<file path="src/rtl/secuenciador_melodia.sv">
// Melody sequencer: steps a fixed 16-entry song onto the 7-bit one-hot key bus of the tone generator.
// Latency: play/stop act on the next edge; teclas_in passes through to teclas one cycle later while idle.
// Backpressure: none; the downstream generator always accepts teclas, and play is ignored while busy.
//
// Ports:
//   clk, reset   rising-edge clock, asynchronous active-high reset
//   play, stop   start / abort requests (stop wins when both are high)
//   teclas_in    manual keys, forwarded to teclas when no song is playing
//   teclas       registered key bus (one-hot or zero during playback)
//   busy, done   registered playing flag and one-cycle end-of-song pulse
//   note_idx     registered index of the current song entry (0 when idle)
// Optional feature: define SECUENCIADOR_LOOP_EN to replay the song endlessly
// (done pulses at each wrap, busy stays high).
module secuenciador_melodia #(
  parameter int TICKS_PER_BEAT = 12_500_000,
  parameter int GAP_TICKS      = 250_000
) (
  input  logic       clk,
  input  logic       reset,
  input  logic       play,
  input  logic       stop,
  input  logic [6:0] teclas_in,
  output logic [6:0] teclas,
  output logic       busy,
  output logic       done,
  output logic [3:0] note_idx
);

  // One shared tick counter serves both the note beats and the gap.
  localparam int MAX_TICKS = (TICKS_PER_BEAT > GAP_TICKS) ? TICKS_PER_BEAT : GAP_TICKS;
  localparam int CW        = (MAX_TICKS > 1) ? $clog2(MAX_TICKS) : 1;
  localparam logic [CW-1:0] TICK_LAST = CW'(TICKS_PER_BEAT - 1);
  localparam logic [CW-1:0] GAP_LAST  = CW'(GAP_TICKS - 1);

  typedef enum logic [1:0] {
    S_IDLE = 2'd0,
    S_NOTE = 2'd1,
    S_GAP  = 2'd2
  } state_t;

  // Song table, entry format {note[2:0], dur[2:0]}.
  function automatic logic [5:0] song_entry(input logic [3:0] i);
    logic [5:0] e;
    case (i)
      4'd0:    e = {3'd1, 3'd0};
      4'd1:    e = {3'd2, 3'd0};
      4'd2:    e = {3'd3, 3'd0};
      4'd3:    e = {3'd4, 3'd0};
      4'd4:    e = {3'd5, 3'd0};
      4'd5:    e = {3'd6, 3'd0};
      4'd6:    e = {3'd7, 3'd0};
      4'd7:    e = {3'd0, 3'd1};
      4'd8:    e = {3'd7, 3'd0};
      4'd9:    e = {3'd6, 3'd0};
      4'd10:   e = {3'd5, 3'd0};
      4'd11:   e = {3'd4, 3'd0};
      4'd12:   e = {3'd3, 3'd0};
      4'd13:   e = {3'd2, 3'd0};
      4'd14:   e = {3'd1, 3'd3};
      default: e = {3'd0, 3'd0};
    endcase
    return e;
  endfunction

  function automatic logic [2:0] entry_note(input logic [3:0] i);
    logic [5:0] e;
    e = song_entry(i);
    return e[5:3];
  endfunction

  function automatic logic [2:0] entry_dur(input logic [3:0] i);
    logic [5:0] e;
    e = song_entry(i);
    return e[2:0];
  endfunction

  // Note 1 is the top key; a rest (note 0) releases every key.
  function automatic logic [6:0] decode_note(input logic [2:0] n);
    logic [6:0] k;
    if (n == 3'd0) k = 7'd0;
    else           k = 7'b1000000 >> (n - 3'd1);
    return k;
  endfunction

  state_t        state_q, state_d;
  logic [3:0]    idx_q, idx_d;
  logic [CW-1:0] tick_q, tick_d;
  logic [2:0]    beat_q, beat_d;
  logic [6:0]    teclas_d;
  logic          busy_d, done_d;

  logic [2:0] cur_dur;
  logic       tick_end, beat_end, gap_end, song_end;

  assign cur_dur  = entry_dur(idx_q);
  assign tick_end = (tick_q == TICK_LAST);
  assign beat_end = (beat_q == cur_dur);
  assign gap_end  = (tick_q == GAP_LAST);
  // Last gap of the song expiring, not overridden by an abort.
  assign song_end = (state_q == S_GAP) && gap_end && (idx_q == 4'd15) && !stop;

  // State, counters and output registers.
  always_ff @(posedge clk or posedge reset) begin
    if (reset) begin
      state_q <= S_IDLE;
      idx_q   <= 4'd0;
      tick_q  <= '0;
      beat_q  <= 3'd0;
      teclas  <= 7'd0;
      busy    <= 1'b0;
      done    <= 1'b0;
    end else begin
      state_q <= state_d;
      idx_q   <= idx_d;
      tick_q  <= tick_d;
      beat_q  <= beat_d;
      teclas  <= teclas_d;
      busy    <= busy_d;
      done    <= done_d;
    end
  end

  // Next-state and counter logic.
  always_comb begin
    state_d = state_q;
    idx_d   = idx_q;
    tick_d  = tick_q;
    beat_d  = beat_q;
    if (stop) begin
      state_d = S_IDLE;
      idx_d   = 4'd0;
      tick_d  = '0;
      beat_d  = 3'd0;
    end else begin
      case (state_q)
        S_IDLE: begin
          if (play) begin
            state_d = S_NOTE;
            idx_d   = 4'd0;
            tick_d  = '0;
            beat_d  = 3'd0;
          end
        end
        S_NOTE: begin
          if (tick_end) begin
            tick_d = '0;
            if (beat_end) begin
              state_d = S_GAP;
              beat_d  = 3'd0;
            end else begin
              beat_d = beat_q + 3'd1;
            end
          end else begin
            tick_d = tick_q + 1'b1;
          end
        end
        S_GAP: begin
          if (gap_end) begin
            tick_d = '0;
            if (idx_q != 4'd15) begin
              state_d = S_NOTE;
              idx_d   = idx_q + 4'd1;
            end else begin
`ifdef SECUENCIADOR_LOOP_EN
              state_d = S_NOTE;
`else
              state_d = S_IDLE;
`endif
              idx_d   = 4'd0;
            end
          end else begin
            tick_d = tick_q + 1'b1;
          end
        end
        default: begin
          state_d = S_IDLE;
          idx_d   = 4'd0;
          tick_d  = '0;
          beat_d  = 3'd0;
        end
      endcase
    end
  end

  // Output values are derived from the state being entered, so they land
  // on the same edge as the transition with no bubble cycle.
  always_comb begin
    teclas_d = 7'd0;
    busy_d   = 1'b0;
    done_d   = song_end;
    case (state_d)
      S_NOTE: begin
        teclas_d = decode_note(entry_note(idx_d));
        busy_d   = 1'b1;
      end
      S_GAP: begin
        teclas_d = 7'd0;
        busy_d   = 1'b1;
      end
      default: begin
        teclas_d = teclas_in;
        busy_d   = 1'b0;
      end
    endcase
  end

  assign note_idx = idx_q;

endmodule

</file>
<file path="config.mk">
export PLATFORM = sky130hd
export DESIGN_NAME = secuenciador_melodia
export DESIGN_NICKNAME = d
export VERILOG_FILES = /design/src/rtl/secuenciador_melodia.sv
export SDC_FILE = /design/constraint.sdc
export NUM_CORES = 1
export LEC_CHECK = 0
export ABC_AREA = 1
export CAP_MARGIN = 15
export CORE_ASPECT_RATIO = 1.75
export CORE_MARGIN = 2
export CORE_UTILIZATION = 48
export DETAILED_ROUTE_END_ITERATION = 6
export PLACE_DENSITY = 0.69
export SYNTH_ARGS = -nofsm -noshare
export SYNTH_HDL_FRONTEND = slang
export SYNTH_SLANG_ARGS = --single-unit
</file>
<file path="constraint.sdc">
create_clock -name clk -period 7.42 [get_ports clk]
set_clock_uncertainty 0.1 [all_clocks]
set_input_delay 0.742 -clock clk [delete_from_list [all_inputs] [get_ports clk]]
set_output_delay 0.742 -clock clk [all_outputs]
set_load 0.01 [all_outputs]
</file>
### Word level (Yosys, flattened, before mapping)

Memories as Yosys holds them, arrays and structs flattened.
Index checks and enable logic that the tools add are counted.
Widths: inputs -> output; s select.

* output and inout bits: 13
* memories: 2
* word-level logic and storage cells: 60
* register bits after elaboration: 42
* bits in read-only memories: 160

* add/subtract/negate cells: 4
* mux-type cells: 26
* eq/ne operators: 12
* shifts and indexed selects: 1
* reductions and logical operators: 8

Memories
* (name not given): depth 16, bits a word 5, rd ports 1, clocked after Yosys merged registers in 0, wr ports 0, line 44 `case (i)`
* (name not given): depth 16, bits a word 5, rd ports 1, clocked after Yosys merged registers in 0, wr ports 0, line 44

Operators by type and width (count)
* $mux 24: 4
* $pmux 24 s3: 1
* $add 24x1->24 const B: 1
* $eq 24x18->1 const B: 1
* $eq 24x24->1 const B: 1
* $mux 4: 4
* $pmux 7 s2: 1
* $mux 3: 4
* $pmux 4 s3: 1
* $mux 2: 5
* $pmux 3 s3: 1
* $mux 7: 1
* $shr 7x3->7 const A: 1
* $mux 6: 1
* $ne 3x3->1 const B: 2
* $pmux 2 s3: 1
* $add 4x1->4 const B: 1
* $eq 2x1->1 const B: 2
* $eq 2x2->1 const B: 2
* $eq 4x4->1 const B: 1
* $ne 4x4->1 const B: 1
* $add 3x1->3 const B: 1
* $eq 3x3->1: 1
* $logic_and 1x1->1: 3
* other kinds (8): 9

### Logic depth before layout (Yosys ltp)

An unclocked memory read counts as a cell.

* word-level depth: 12
* mapped depth: 18
* depth with buffers taken out: 18

### Worst setup path before layout

No wires, ideal clock.

* path kind: register -> register
* from: register tick_q[0]
* to: register teclas[0]
* setup slack: 4.511 ns
* clock period less this slack: 2.909 ns
* setup time: 0.066 ns
* buffers on the path: 0
* stages on the path, launching flop included: 18
* arrival time: 2.743 ns
* data required time: 7.254 ns
* cell sequence: dfrtp_1 ha_1 nand3_2 nor2_1 nand3_2 nor2_2 nand2_1 nand2_1 nand3_2 inv_2 ha_1 inv_1 nand2_2 a21oi_1 ha_1 nor4_1 nand4_1 nand2_1

* word-level cells in the longest chain between the ends: 10
* elaborated cells between the ends (all ways): 18

Ends and longest elaborated chain
* from (decl): line 87 `logic [CW-1:0] tick_q, tick_d;`
* from (signal assigned): line 115 `tick_q <= tick_d;`
* $eq 24x18->1 *: line 98 `assign gap_end = (tick_q == GAP_LAST);`
* $mux 4 *: line 158 `if (gap_end) begin`
* $pmux 4 s3 *: line 135 `case (state_q)`
* $mux 4 *: line 129 `if (stop) begin`
* net idx_d[0]: line 86 `logic [3:0] idx_q, idx_d;`
* $mem_v2 16x5 *
* $mux 6 *: line 191 `case (state_d)`
* $sub 3x1->3: line 81 `else k = 7'b1000000 >> (n - 3'd1);`
* $shr 7x3->7: line 81
* $mux 7 *: line 80 `if (n == 3'd0) k = 7'd0;`
* $pmux 7 s2 *: line 191
* net teclas_d[0]: line 89 `logic [6:0] teclas_d;`
* to (signal assigned): line 117 `teclas <= teclas_d;`
* to (decl): line 23 `output logic [6:0] teclas,`

The timed path passes the listed nets; every way through them passes the cells marked *. The select of a mux whose other input is x is not followed.
A chain may end at the register's enable or synchronous reset.

### Worst setup path after layout

Ends and elaborated chain as after synthesis.

==> metrics.md <==
| Metric | Value |
|---|---|
| Outcome | `finished, final reports clean` |
| # rows | `36` |
| Setup TNS | `0 ns` |
| Final Hold Vio Count | `0` |
| Global-route usage over all layers | `25.28%` |
| Worst path required time | `between 7 and 8 ns` |
| GR Layer Usage met3 | `4.391%` |
| WHS Path Cells | `2` |
| Net Count, Synth | `approximately 380` |
| Avg WL per Cell | `14.93 um` |
| Final Setup Violations | `0` |
| First-pass GRT wire length | `11620 um` |
| Tcrit/Tclk final | `between 40% and 50%` |
| Met1 Use GR | `about 27%` |
| Async S/R FF share, synth | `100.0%` |
| Die Width | `60.53 um` |
| Clk root buf | `clkbuf_8` |
| Main flop type after synthesis | `dfrtp_1` |
| Pleak | `1.383 nW` |
| Area Growth Syn to Fin | `16.97%` |
| Yosys reg bits | `42` |
| Layout cells sized above 1 | `9.922%` |
| DRT Wirelength | `6854 um` |
| Clock Sinks | `42` |
| Post-Synthesis Cells | `354` |
| 1st-iter DRT viols | `115` |
| Initial Util | `48.84%` |
| Layer with the highest usage | `met2` |
| RSZ-0062 raised after global routing | `false` |
| Port Buffer Count | `23` |
| Synth top area cells | `dfrtp_1 (39%), nand2_1 (12%), ha_1 (6.1%)` |
| Hold crit path type | `flop to flop` |
| Drt via density | `5.484` |
| Setup bufs post-CTS | `0` |
| CP max FO | `6` |
| Drt pass-1 iters | `4` |
| Vias in the first global route | `2469` |
| Final ANT Viol Nets | `0` |
| Max Cap Viol | `0` |
| Yosys cell types | `29` |
| WHS | `0.4373 ns` |
| Max Fclk | `0.2900 GHz` |
| CP Data Arrival Time | `between 3 and 4 ns` |
| GPL Wtd Cong | `0.9154` |
| Slew margin rel. | `51.14%` |
| PostCTS Resize Cnt | `0` |
| Maximum vdd drop | `138.2 uV` |
| Slew Viols, Final | `0` |
| Slew @ Worst Pin | `0.7302 ns` |
| Reg2Reg Depth | `17` |
| Clk_lat worst skew | `0.31 ns` |
| GR Layer Usage met2 | `46.40%` |
| Crit start category | `flop` |
| H-Tree Depth | `2` |
| Reg clk slew, reported paths | `0.09 ns` |
| Yosys warns | `0` |
| Bufs on Longest Clock Path | `2` |
| Initial antenna violation count | `0` |
| Synthesized area | `0.002684 sq mm` |
| Pwr dens | `165.6 mW/mm^2` |
| EDFF count, synth | `0` |
| Fill cells | `531` |
| CTS tree | `done` |
| Reg2Reg Setup Slack | `a little under 4 ns` |
| Period minus WS final | `3.448 ns` |
| Hold Buf Count CTS | `0` |
| Worst setup EP type | `flop` |
| Cell taking the most area after synthesis | `dfrtp_1` |
| Core area | `around 0.0055 sq mm` |
| Post-synthesis sequential area ratio | `39.16%` |
| CTS Buf Count | `5` |
| Largest net degree at the start of global routing | `43` |
| Kind of critical path | `flop to flop` |
| Remaining Overflow, GRT | `0` |
| DR vias | `2517` |
| Die Height | `102.9 um` |
| # DRC | `0` |
| HPWL after detailed placement | `5317 um` |
| Die area | `0.006229 sq mm` |
| # nets final | `406` |
| Yosys top cell area share | `39.16%` |
| Syn avg cell area | `~7.6 sq um` |
| I/O Pins | `24` |
| N_diodes | `0` |
-- where the power goes --
part	internal [W]	total [W]	leakage, nW	switching (W)
registers	0.000236	0.000241	0.573	0.00000529
logic	0.0000226	0.0000537	0.742	0.0000311
clock network	0.000135	0.000225	0.0683	0.0000903
total	0.000393	0.000520	1.38	0.000127
-- state kept, by name (all words and copies together) (netlist names) --
name and cells:
teclas 7, busy 1, state_q 2, tick_q 24
done 1, note_idx 4, beat_q 3
-- cells by family (layout without fill, tap and decap cells) --
group	after synthesis	in the layout	share of synthesized area, %
AND/OR/NAND/NOR	199	199	34.96
buffers and inverters	44	73	6.434
AO/OA/AOI/OAI	41	41	8.485
XOR/XNOR	15	15	4.895
adder cells (fa/ha/maj)	13	13	6.061
flip-flops	42	42	39.16
-- final timing paths --
kind                         endpoint  startpoint
min reg2reg                 tick_q[1]   tick_q[1]
max in group asynchronous   beat_q[1]       reset
min in group asynchronous  tick_q[23]       reset
min                         tick_q[1]   tick_q[1]
max                         teclas[0]   tick_q[0]
max reg2reg                 teclas[0]   tick_q[0]
-- critical path: stages, from the launching register on --
cell and delay, ns:
dfrtp_1 0.41, ha_1 0.26, nand3_2 0.17, nor2_1 0.17, nand3_2 0.11, nor2_2 0.15
nand2_1 0.10, nand2_1 0.11, nand3_2 0.15, inv_2 0.16, ha_1 0.24, inv_1 0.06
nand2_2 0.09, a21oi_1 0.15, ha_1 0.26, nor4_1 0.47, nand4_1 0.15, nand2_1 0.08
-- routing by layer --
layer  wire (um)  share of wire [%]
met2        3855                 56
met1        2540                 37
met3         198                2.9
met5           0                  0
met4         259                3.8
-- cells in the mapped netlist (all sizes together) (4+ instances only) --
master / instances
nand2: 98
ha: 13
o21ai: 17
a31oi: 4
nor2: 41
nor3: 8
nand3: 34
o22ai: 12
dfrtp: 42
xor2: 12
inv: 39
nand4: 11
nor4: 4
a21oi: 7
-- cell usage in the layout (no fill, tap or decap) --
master	synthesis	routed
clkbuf_8	0	5
o22ai_1	12	12
xor2_1	12	12
nor2_4	2	2
nor2_1	37	37
o21a_1	1	1
nor4_1	4	4
a21oi_1	7	7
nor3_1	5	5
clkinv_4	0	1
o21ai_0	14	14
a31oi_1	4	4
inv_1	32	31
nor3_4	1	1
nor2_2	2	2
clkinv_1	1	2
dfrtp_1	42	42
nor3_2	2	2
o21ai_1	3	3
nand3_2	5	5
bufinv_16	0	2
nand4_1	11	11
xnor2_1	3	3
nand3_1	29	29
ha_1	13	13
clkdlybuf4s50_1	0	23
nand2_1	89	89
inv_2	7	7
nand2_2	9	9
nand3b_1	2	2
buf_4	0	2
nor4b_1	1	1
-- through the flow --
stage	power [W]	area, sq um	std cells	setup slack [ns]	util (%)
global route	0.0005368	3139	459	3.657	57.13
CTS	0.0005221	3139	459	3.988	57.13
floorplan	0.0002747	2684	354	4.511	-
global placement	0.0002988	3002	451	3.967	54.62
finish	0.0005198	3139	459	3.972	57.13
detailed placement	0.0002996	3002	451	3.825	54.62
-- final cells by class --
| cell class | count | area [sq um] | area share, % |
|---|---|---|---|
| well taps | 76 | 95.09 | 3.029 |
| clock inverters | 3 | 68.82 | 2.192 |
| repair buffers | 25 | 245.2 | 7.812 |
| multi-input cells | 268 | 1460 | 46.51 |
| inverters | 40 | 150.1 | 4.783 |
| clock buffers | 5 | 68.82 | 2.192 |
| flip-flops and latches | 42 | 1051 | 33.48 |
(Power assumes the default switching activity.)
